### config.mk
export PLATFORM = sky130hd
export DESIGN_NAME = uart_rx
export DESIGN_NICKNAME = d
export VERILOG_FILES = /design/src/rtl/uart_rx.sv
export SDC_FILE = /design/constraint.sdc
export NUM_CORES = 1
export LEC_CHECK = 0
export CELL_PAD_IN_SITES_DETAIL_PLACEMENT = 0
export CELL_PAD_IN_SITES_GLOBAL_PLACEMENT = 2
export CORE_MARGIN = 5
export CORE_UTILIZATION = 41
export CTS_CLUSTER_DIAMETER = 40
export DETAILED_ROUTE_END_ITERATION = 8
export MAX_ROUTING_LAYER = met4
export PLACE_DENSITY = 0.9
export SYNTH_ARGS = -nofsm -noshare
export SYNTH_HDL_FRONTEND = slang
export SYNTH_SLANG_ARGS = --single-unit
### constraint.sdc
create_clock -name clk -period 5 [get_ports clk]
set_input_delay 0.75 -clock clk [delete_from_list [all_inputs] [get_ports clk]]
set_output_delay 0.75 -clock clk [all_outputs]
set_load 0.05 [all_outputs]
### src/rtl/uart_rx.sv
`default_nettype none
// ============================================================================
//  Module      : uart_rx
//  Description : 8N1 UART receiver. Two-flop input synchronizer, falling-edge
//                start detection, mid-bit sampling driven by a bit-period
//                counter that restarts at every sample point.
//  Ports       : clk        system clock, rising edge
//                reset      asynchronous active-high reset
//                rx         serial input, idle high, asynchronous to clk
//                data[7:0]  last correctly received byte
//                valid      1-cycle pulse, data holds a new good byte
//                frame_err  1-cycle pulse, stop bit was sampled low
//                busy       high while the receiver is not idle
//  Revision    : 1.0  initial release
// ============================================================================
module uart_rx #(
    parameter int CLKS_PER_BIT = 16
) (
    input  logic       clk,
    input  logic       reset,
    input  logic       rx,
    output logic [7:0] data,
    output logic       valid,
    output logic       frame_err,
    output logic       busy
);

    localparam int CNT_W = $clog2(CLKS_PER_BIT) + 1;
    // Last count value before a sample point: half a bit for the start bit
    // (lands in the middle of the bit), a full bit for data and stop bits.
    localparam logic [CNT_W-1:0] C_HALF_LAST = CNT_W'(CLKS_PER_BIT / 2 - 1);
    localparam logic [CNT_W-1:0] C_FULL_LAST = CNT_W'(CLKS_PER_BIT - 1);
    localparam logic [CNT_W-1:0] C_CNT_ONE   = CNT_W'(1);

    typedef enum logic [1:0] {
        ST_IDLE  = 2'd0,
        ST_START = 2'd1,
        ST_DATA  = 2'd2,
        ST_STOP  = 2'd3
    } state_t;

    logic             r_rx_meta;
    logic             r_rx_s;
    logic             r_rx_prev;
    state_t           r_state;
    logic [CNT_W-1:0] r_cnt;
    logic [2:0]       r_bit_idx;
    logic [7:0]       r_shift;
    logic [7:0]       r_data;
    logic             r_valid;
    logic             r_frame_err;
    logic             r_busy;

    // Synchronizer and edge-detect history reset to the idle (high) level so
    // that leaving reset never looks like a start edge.
    always_ff @(posedge clk or posedge reset) begin
        if (reset) begin
            r_rx_meta <= 1'b1;
            r_rx_s    <= 1'b1;
            r_rx_prev <= 1'b1;
        end else begin
            r_rx_meta <= rx;
            r_rx_s    <= r_rx_meta;
            r_rx_prev <= r_rx_s;
        end
    end

    always_ff @(posedge clk or posedge reset) begin
        if (reset) begin
            r_state     <= ST_IDLE;
            r_cnt       <= '0;
            r_bit_idx   <= 3'd0;
            r_shift     <= 8'h00;
            r_data      <= 8'h00;
            r_valid     <= 1'b0;
            r_frame_err <= 1'b0;
            r_busy      <= 1'b0;
        end else begin
            r_valid     <= 1'b0;
            r_frame_err <= 1'b0;
            case (r_state)
                ST_IDLE: begin
                    if (r_rx_prev && !r_rx_s) begin
                        r_state <= ST_START;
                        r_cnt   <= '0;
                        r_busy  <= 1'b1;
                    end
                end
                ST_START: begin
                    if (r_cnt == C_HALF_LAST) begin
                        r_cnt <= '0;
                        if (!r_rx_s) begin
                            r_state   <= ST_DATA;
                            r_bit_idx <= 3'd0;
                        end else begin
                            // Line went back high before mid-start: glitch.
                            r_state <= ST_IDLE;
                            r_busy  <= 1'b0;
                        end
                    end else begin
                        r_cnt <= r_cnt + C_CNT_ONE;
                    end
                end
                ST_DATA: begin
                    if (r_cnt == C_FULL_LAST) begin
                        r_cnt              <= '0;
                        r_shift[r_bit_idx] <= r_rx_s;
                        r_bit_idx          <= r_bit_idx + 3'd1;
                        if (r_bit_idx == 3'd7) begin
                            r_state <= ST_STOP;
                        end
                    end else begin
                        r_cnt <= r_cnt + C_CNT_ONE;
                    end
                end
                ST_STOP: begin
                    if (r_cnt == C_FULL_LAST) begin
                        r_cnt   <= '0;
                        r_state <= ST_IDLE;
                        r_busy  <= 1'b0;
                        if (r_rx_s) begin
                            r_data  <= r_shift;
                            r_valid <= 1'b1;
                        end else begin
                            r_frame_err <= 1'b1;
                        end
                    end else begin
                        r_cnt <= r_cnt + C_CNT_ONE;
                    end
                end
                default: begin
                    r_state <= ST_IDLE;
                    r_busy  <= 1'b0;
                end
            endcase
        end
    end

    assign data      = r_data;
    assign valid     = r_valid;
    assign frame_err = r_frame_err;
    assign busy      = r_busy;

endmodule
`default_nettype wire

; Word-level counts from Yosys, hierarchy flattened
; Cells that the tools add are included.
[totals]
latch_bits = 0
romBits = 0
memories = 0
ram_bits = 0
ff_bits = 32
[classes]
mul = 0
n_addsub = 2
bitwise = 0
n_eq_ne = 13
muxes = 29
n_reduce_logical = 12
n_div = 0
shift = 0
magnitude_cmp = 2
[op_table]
columns = operator, count
row1 = $mux 5, 3
row2 = $pmux 5 s3, 1
row3 = $ne 2x2->1 const B, 7
row4 = $mux 2, 6
row5 = $mux 1, 11
row6 = $reduce_and 5->1, 2
row7 = $mux 3, 3
row8 = $bwmux 8, 1
row9 = $pmux 2 s4, 1
row10 = $pmux 3 s2, 1
row11 = $add 5x1->5 const B, 1
row12 = $eq 5x3->1 const B, 1
row13 = $eq 5x4->1 const B, 1
row14 = $eq 2x2->1 const B, 2
row15 = $lt 3x4->1 const B, 1
row16 = $reduce_and 4->1, 1
row17 = $add 3x1->3 const B, 1
row18 = $demux 1 s3, 1
row19 = $eq 3x3->1 const B, 1
row20 = $ge 3x1->1 const B, 1
row21 = $pmux 1 s3, 1
row22 = $reduce_and 3->1, 1
row23 = $reduce_bool 3->1, 1
row24 = $eq 2x1->1 const B, 1
row25 = other kinds (6), 7

; Longest topological paths before layout
; Gate-level depths: netlist of the first run.
[depth]
word_depth = 5
depth_mapped = 6

; Worst setup path after synthesis of the first run
; Ideal clock, no wire load.
[synth_path]
path_type = reg-to-reg
startpoint = register r_cnt[0]
endpoint = register r_shift[3]
path_stages_with_launch = 6
synth_period_minus_slack_ns = 1.714
required_time_ns = 4.873
arrival_ns = 1.587
setup_ns = 0.127
path_buffers = 0
path_slack_ns = 3.286
cell_sequence = dfrtp_1 -> ha_1 -> nand4b_4 -> nor3b_4 -> nand4b_1 -> mux2_1
[synth_via]
elab_chain_cells = 2
[synth_lines]
columns = element, line
row1 = from (decl), 46  ; logic [CNT_W-1:0] r_cnt;
row2 = from (signal assigned), 101  ; r_cnt <= r_cnt + C_CNT_ONE;
row3 = from (signal assigned), 113  ; r_cnt <= r_cnt + C_CNT_ONE;
row4 = from (signal assigned), 128  ; r_cnt <= r_cnt + C_CNT_ONE;
row5 = $eq 5x4->1, 105  ; if (r_cnt == C_FULL_LAST) begin
row6 = $reduce_and 2->1 (no source line), -
row7 = "to (signal, indexed assignment)", 107  ; r_shift[r_bit_idx] <= r_rx_s;
row8 = to (decl), 48  ; logic [7:0] r_shift;
; No other way between the ends.
; A chain may end at the register's enable or synchronous reset.

; Final worst setup path of the first run
[layout_path]
startpoint = register r_data[3], in the netlist data[3]
endpoint = output data[3]
[layout_lines]
columns = element, line
row1 = from (decl), 49  ; logic [7:0] r_data;
row2 = from (signal assigned), 122  ; r_data <= r_shift;
row3 = to (decl), 22  ; output logic [7:0] data,
; No word-level cell between the ends.

==> results by group, run 1 <==
Outcome
  – Outcome: complete, no violations

Critical path
  – Crit-path max cell delay: 0.81 ns
  – R2R setup slack: 3.06 ns
  – CP cell instances: clkdlybuf4s50_1
  – CP delay by family, top: buffers and inverters
  – Crit Path Class: register to output pin
  – R2r endpoint: r_shift[6]
  – Setup crit end kind: output pin
  – Reg-to-reg critical path startpoint: r_cnt[0]
  – WP data arrival: 1.44 ns
  – Crit-path max FO: 2
  – R2R cell count: 5
  – Worst EP required: 4.25 ns
  – Slowest CP cell: clkdlybuf4s50_1
  – Startpoint types: register
  – CP Buf/Inv Count: 1

Floorplan
  – Chip width: 70.7 um
  – Ports: 14
  – Initial Util: 41.9%
  – Total core area: 3610 um2
  – Row count: 22
  – Die area: 5000 um2
  – Chip Height: 70.7 um

Power
  – Static leakage: 0.800 nW
  – Pwr/cell area: 421 nW/um2
  – Max VDD drop: 0.187 mV

Synthesis
  – Post-Synth Simple-Gate Area: 17.8%
  – Largest family of logic cells by synthesized area: simple AND/OR/NAND/NOR gates
  – Synth Area in Compound Gates: 10.3%
  – Syn Nets: 134
  – Mux cell area share after synthesis: 12.6%
  – Yosys reg bits: 32
  – Yosys top cell by area: dfrtp_1
  – Post-synth top flop: dfrtp_1
  – Post-Synth Adder-Cell Area: 3.31%
  – Post-synth ARST share: 100%
  – Synthesized area per cell: 11.9 um2
  – Gate Count Post-Synth: 127
  – Synth warn: 0
  – Distinct cells, synth: 38
  – Seq/Total Area, Yosys: 53.2%
  – Synth top area share: 48.0%
  – Post-Syn Area: 1510 um2
  – Area contributors post-synth: dfrtp_1, mux2_2, dfstp_2
  – EDFF count, synth: 0
  – Post-Synth XOR/XNOR Area: 0%

Timing
  – RSZ-0062 raised after global routing: false
  – Clock Skew: 0.00482 ns
  – Worst-margin pin slew: 0.658 ns
  – Worst hold slack: 0.356 ns
  – Final Critical Period: 2.19 ns
  – TNS Setup: 0 ns
  – Fin. Hold Viols: 0
  – Slew HR: 56.1%
  – Maximum clock frequency: 0.456 GHz
  – Final Setup Violations: 0
  – Max-slew violation count: 0
  – Final period utilization: 43.8%

Global route
  – Vias in the first global route: 974
  – Initial antenna violation count: 0
  – Largest net degree at the start of global routing: 33
  – Total track usage: 12.0%
  – First-pass GRT wire length: 4590 um
  – Grt total ovfl: 0

Route
  – 1st-pass router iterations: 4
  – Via count: 988
  – Post-route DRC: 0
  – Total Wirelength: 2660 um
  – Vias per Instance: 5.20
  – Initial DRC count: 79
  – Metal1 wirelength: 1300 um
  – Final ANT Viol Nets: 0
  – Met3 wire len: 127 um
  – Max layer used: met4
  – Met2 routed WL: 1200 um
  – Wire per inst: 14.0 um

Clock network
  – TritonCTS buffer count: 5
  – PostCTS Resize Cnt: 0
  – H-tree depth: 2
  – Post-CTS setup buffers: 0
  – Hold bufs inserted after CTS: 0
  – Worst-Skew Late Latency: 0.28 ns
  – CTS tree: yes
  – Root buffer cell: clkbuf_8
  – Clock slew seen by the registers of the worst setup and hold paths: 0.06 ns
  – Clk sinks: 32
  – Clock Path Buffers: 2

Worst hold path
  – Worst Hold End: r_rx_s
  – Hold WC Path Type: register to register
  – Hold Path Origin: r_rx_meta
  – WHS Path Cells: 0

Finish
  – Antenna cell count: 0
  – # fillers: 334
  – Share of cells above drive strength 1: 18.3%
  – Nets: 148
  – Synthesis-to-finish area growth: 16.6%
  – Commonest cells after routing, fill and taps aside: dfrtp_1, clkdlybuf4s50_1, mux2_2
  – Leading cell type in the layout, fill and taps excluded: dfrtp_1

Place
  – Placer Congestion: 0.817
  – HPWL after DPL: 1760 um
  – IO buf count: 13

Flow run
  – Max Cap Violations: 0
through the flow:
| step | util [%] | power [mW] | std cells | area, um2 | worst slack, ns |
|---|---|---|---|---|---|
| 3_3_place_gp | 46.5 | 0.551 | 182 | 1680 | 3.12 |
| 2_1_floorplan | - | 0.518 | 127 | 1510 | 3.29 |
| 6_report | 48.9 | 0.742 | 190 | 1760 | 2.81 |
| 4_1_cts | 48.9 | 0.748 | 190 | 1760 | 2.79 |
| 5_1_grt | 48.9 | 0.795 | 190 | 1760 | 2.77 |
| 3_5_place_dp | 46.5 | 0.555 | 182 | 1680 | 3.08 |
metal layers:
layer	track usage, %	vias up
li1	-	491
met1	15.2	472
met2	17.6	20
met3	4.83	5
met4	3.76	0
met5	-	-
how the worst max path moves through the flow:
| stage | from | to | cells past startpoint |
|---|---|---|---|
| global placement | busy | busy | 1 |
| floorplan | r_cnt[0] | r_shift[3] | 5 |
| global route | data[3] | data[3] | 1 |
| CTS | data[3] | data[3] | 1 |
| finish | data[3] | data[3] | 1 |
| detailed placement | r_cnt[0] | r_shift[6] | 5 |
cells in the mapped netlist (2+ instances only):
cell,count
nand4_1,2
nand3b_1,3
nand3_1,3
nand4b_1,3
ha_1,4
mux2_2,12
dfrtp_1,29
mux2_1,4
nor2b_1,3
dfstp_2,3
nor3_1,2
inv_1,3
a21oi_1,6
nand2_1,9
nand2b_1,3
nor2_1,6
clkbuf_1,5
o21ai_0,7
power breakdown:
part	switching (mW)	internal [mW]	total [mW]
registers	0.0890	0.295	0.384
logic	0.0877	0.0822	0.170
clock network	0.0910	0.0970	0.188
total	0.268	0.475	0.742
kinds of logic after synthesis:
| kind of cell | Yosys count |
|---|---|
| mux | 17 |
| fa+ha+maj | 4 |
| compound gates | 24 |
| simple gates | 40 |
| flops | 32 |
| buf+inv | 10 |
flip-flops by register name (all words and copies together), names as in the netlist, named ones only:
| signal | flops |
|---|---|
| r_rx_meta | 1 |
| r_rx_s | 1 |
| valid | 1 |
| data | 8 |
| busy | 1 |
| r_bit_idx | 3 |
| r_state | 1 |
| frame_err | 1 |
| r_cnt | 5 |
| r_shift | 8 |
| r_rx_prev | 1 |
layout make-up:
| type | count | area (um2) | area share (%) |
|---|---|---|---|
| Multi-Input combinational cell | 85 | 664 | 37.7 |
| Clock inverter | 2 | 12.5 | 0.710 |
| Tap cell | 48 | 60.1 | 3.41 |
| Sequential cell | 32 | 805 | 45.6 |
| Clock buffer | 6 | 72.6 | 4.12 |
| Inverter | 3 | 11.3 | 0.639 |
| Timing Repair Buffer | 14 | 138 | 7.81 |
(Power assumes the default switching activity.)
==> run 2: changes to the inputs <==
CORE_UTILIZATION = 38   (was 41)
PLACE_DENSITY = 0.85   (was 0.9)
clock period = 2.3 ns   (was 5 ns; I/O delays follow)
==> run 2 against run 1 <==
  * Combinational power rose to 2.6 times the previous value
  * Critical endpoint is now r_shift[7]
  * Wire length increased by 6.9%
  * Via count up 5.6%
  * Critical path type is now register to register
  * Die area increased by 6.8%
  * Largest cell class unchanged
  * Sequential share of layout area shrank 0.67 points
==> results by group, run 2 (synthesized netlist as in run 1, its figures left out) <==
Timing
  – Max-slew violation count: 0 (unchanged)
  – Final period utilization: 83.1%
  – RSZ-0062 raised after global routing: false
  – Fin. Hold Viols: 0 (unchanged)
  – Worst-margin pin slew: 0.502 ns (-0.156 ns)
  – Clock Skew: 0.00163 ns (-0.00319 ns)
  – Final Setup Violations: 0 (unchanged)
  – TNS Setup: 0 ns (unchanged)
  – Final Critical Period: 1.91 ns
  – Slew HR: 66.4% (+10 points)
  – Final setup margin: 0.389 ns (-2.42 ns)
  – Maximum clock frequency: 0.523 GHz

Floorplan
  – Total core area: 3910 um2 (+8.5%)
  – Ports: 14 (unchanged)
  – Initial Util: 38.6% (-3.3 points)
  – Chip width: 73.1 um (+3.3%)
  – Row count: 23 (+4.5%)
  – Chip Height: 73.1 um (+3.3%)
  – Die area: 5340 um2 (+6.8%)

Clock network
  – Hold bufs inserted after CTS: 0 (unchanged)
  – Post-CTS setup buffers: 0 (unchanged)
  – Clock slew seen by the registers of the worst setup and hold paths: 0.06 ns (about the same)
  – PostCTS Resize Cnt: 0 (unchanged)
  – Clk sinks: 32 (unchanged)
  – Worst-Skew Late Latency: 0.28 ns (about the same)
  – TritonCTS buffer count: 5 (unchanged)
  – CTS tree: yes
  – Clock Path Buffers: 2 (unchanged)
  – H-tree depth: 2 (unchanged)
  – Root buffer cell: clkbuf_8

Finish
  – Commonest cells after routing, fill and taps aside: dfrtp_1, clkdlybuf4s50_1, mux2_2
  – Non-filler instance count after layout: 194 (+2.1%)
  – Leading cell type in the layout, fill and taps excluded: dfrtp_1
  – # fillers: 395 (+18%)
  – Nets: 150 (+1.4%)
  – Share of cells above drive strength 1: 19.4% (+1.1 points)
  – Synthesis-to-finish area growth: 18.4%
  – Final Cell Area: 1790 um2 (+1.5%)
  – Antenna cell count: 0 (unchanged)
  – Final Core Density: 45.7% (-3.2 points)

Global route
  – Total track usage: 13.0% (+1.0 points)
  – Vias in the first global route: 1098 (+13%)
  – Largest net degree at the start of global routing: 33 (unchanged)
  – Initial antenna violation count: 0 (unchanged)
  – Grt total ovfl: 0 (unchanged)
  – First-pass GRT wire length: 5070 um (+11%)

Route
  – Via count: 1043 (+5.6%)
  – Vias per Instance: 5.38 (+3.4%)
  – 1st-pass router iterations: 4 (unchanged)
  – Initial DRC count: 103 (+30%)
  – Total Wirelength: 2840 um (+6.9%)
  – Wire per inst: 14.7 um (+4.7%)
  – Final ANT Viol Nets: 0 (unchanged)
  – Post-route DRC: 0 (unchanged)

Place
  – Setup WS pre-CTS: 0.392 ns (-2.69 ns)
  – IO buf count: 13 (unchanged)
  – Placed Cells: 186 (+2.2%)
  – Post-DP Area: 1700 um2 (+1.0%)
  – HPWL after DPL: 1950 um (+11%)
  – Placer Congestion: 0.869 (+6.4%)

Power
  – Pwr/cell area: 933 nW/um2 (+120%)
  – Static leakage: 0.812 nW (+1.5%)
  – Max VDD drop: 0.331 mV (+77%)

Critical path
  – Crit-path max FO: 7 (+5)
  – Startpoint types: register
  – WP data arrival: 2.08 ns (+0.64 ns)
  – Slowest CP cell: dfrtp_1
  – Crit Path Class: register to register
  – CP cell instances: ha_1 > nand4b_4 > nor3b_4 > nand4_1 > mux2_1
  – Worst EP required: 2.46 ns (-1.79 ns)
  – CP delay by family, top: simple AND/OR/NAND/NOR gates
  – CP Buf/Inv Count: 0 (-1)
  – Crit-path max cell delay: 0.41 ns (-0.40 ns)
  – Setup crit end kind: register

Flow run
  – Max Cap Violations: 0 (unchanged)

Worst hold path
  – Hold WC Path Type: register to register

Outcome
  – Outcome: complete, no violations
run 2: worst paths after layout:
path / start / to / slack (ns) / depth (start not counted)
worst max register to register: r_cnt[0] / r_shift[7] / 0.39 / 5
worst max-delay path: r_cnt[0] / r_shift[7] / 0.39 / 5
worst min-delay path: r_rx_meta / r_rx_s / 0.36 / 0
worst min register to register: r_rx_meta / r_rx_s / 0.36 / 0
min in group asynchronous: reset / data[5] / 0.45 / 3
max in group asynchronous: reset / r_rx_prev / 1.53 / 3
run 2: layout make-up:
| type | count | area [um2] | share of cell area, % |
|---|---|---|---|
| Timing Repair Buffer | 16 | 153 | 8.53 |
| Clock inverter | 1 | 7.51 | 0.420 |
| Clock buffer | 7 | 86.3 | 4.83 |
| Sequential cell | 32 | 805 | 45.0 |
| Tap cell | 50 | 62.6 | 3.50 |
| Multi-Input combinational cell | 85 | 664 | 37.1 |
| Inverter | 3 | 11.3 | 0.629 |
run 2: through the flow:
step,hold slack [ns],power (mW)
finish,0.361,1.67
global route,0.367,1.80
CTS,0.364,1.69
detailed placement,0.356,1.24
global placement,0.350,1.23
floorplan,0.345,1.13
run 2: metal layers:
layer,track usage (%),part of all wire [%],wire [um]
met5,-,0,0
met4,5.33,0.95,27
met3,4.96,5.5,157
met2,19.8,50,1410
met1,15.5,44,1250
run 2: power breakdown:
| part | total [mW] | leakage, nW | switching, mW | internal (mW) |
|---|---|---|---|---|
| Sequential | 0.791 | 0.419 | 0.148 | 0.643 |
| Clock | 0.440 | 0.0445 | 0.197 | 0.243 |
| Combinational | 0.438 | 0.349 | 0.242 | 0.196 |
| Total | 1.67 | 0.812 | 0.587 | 1.08 |
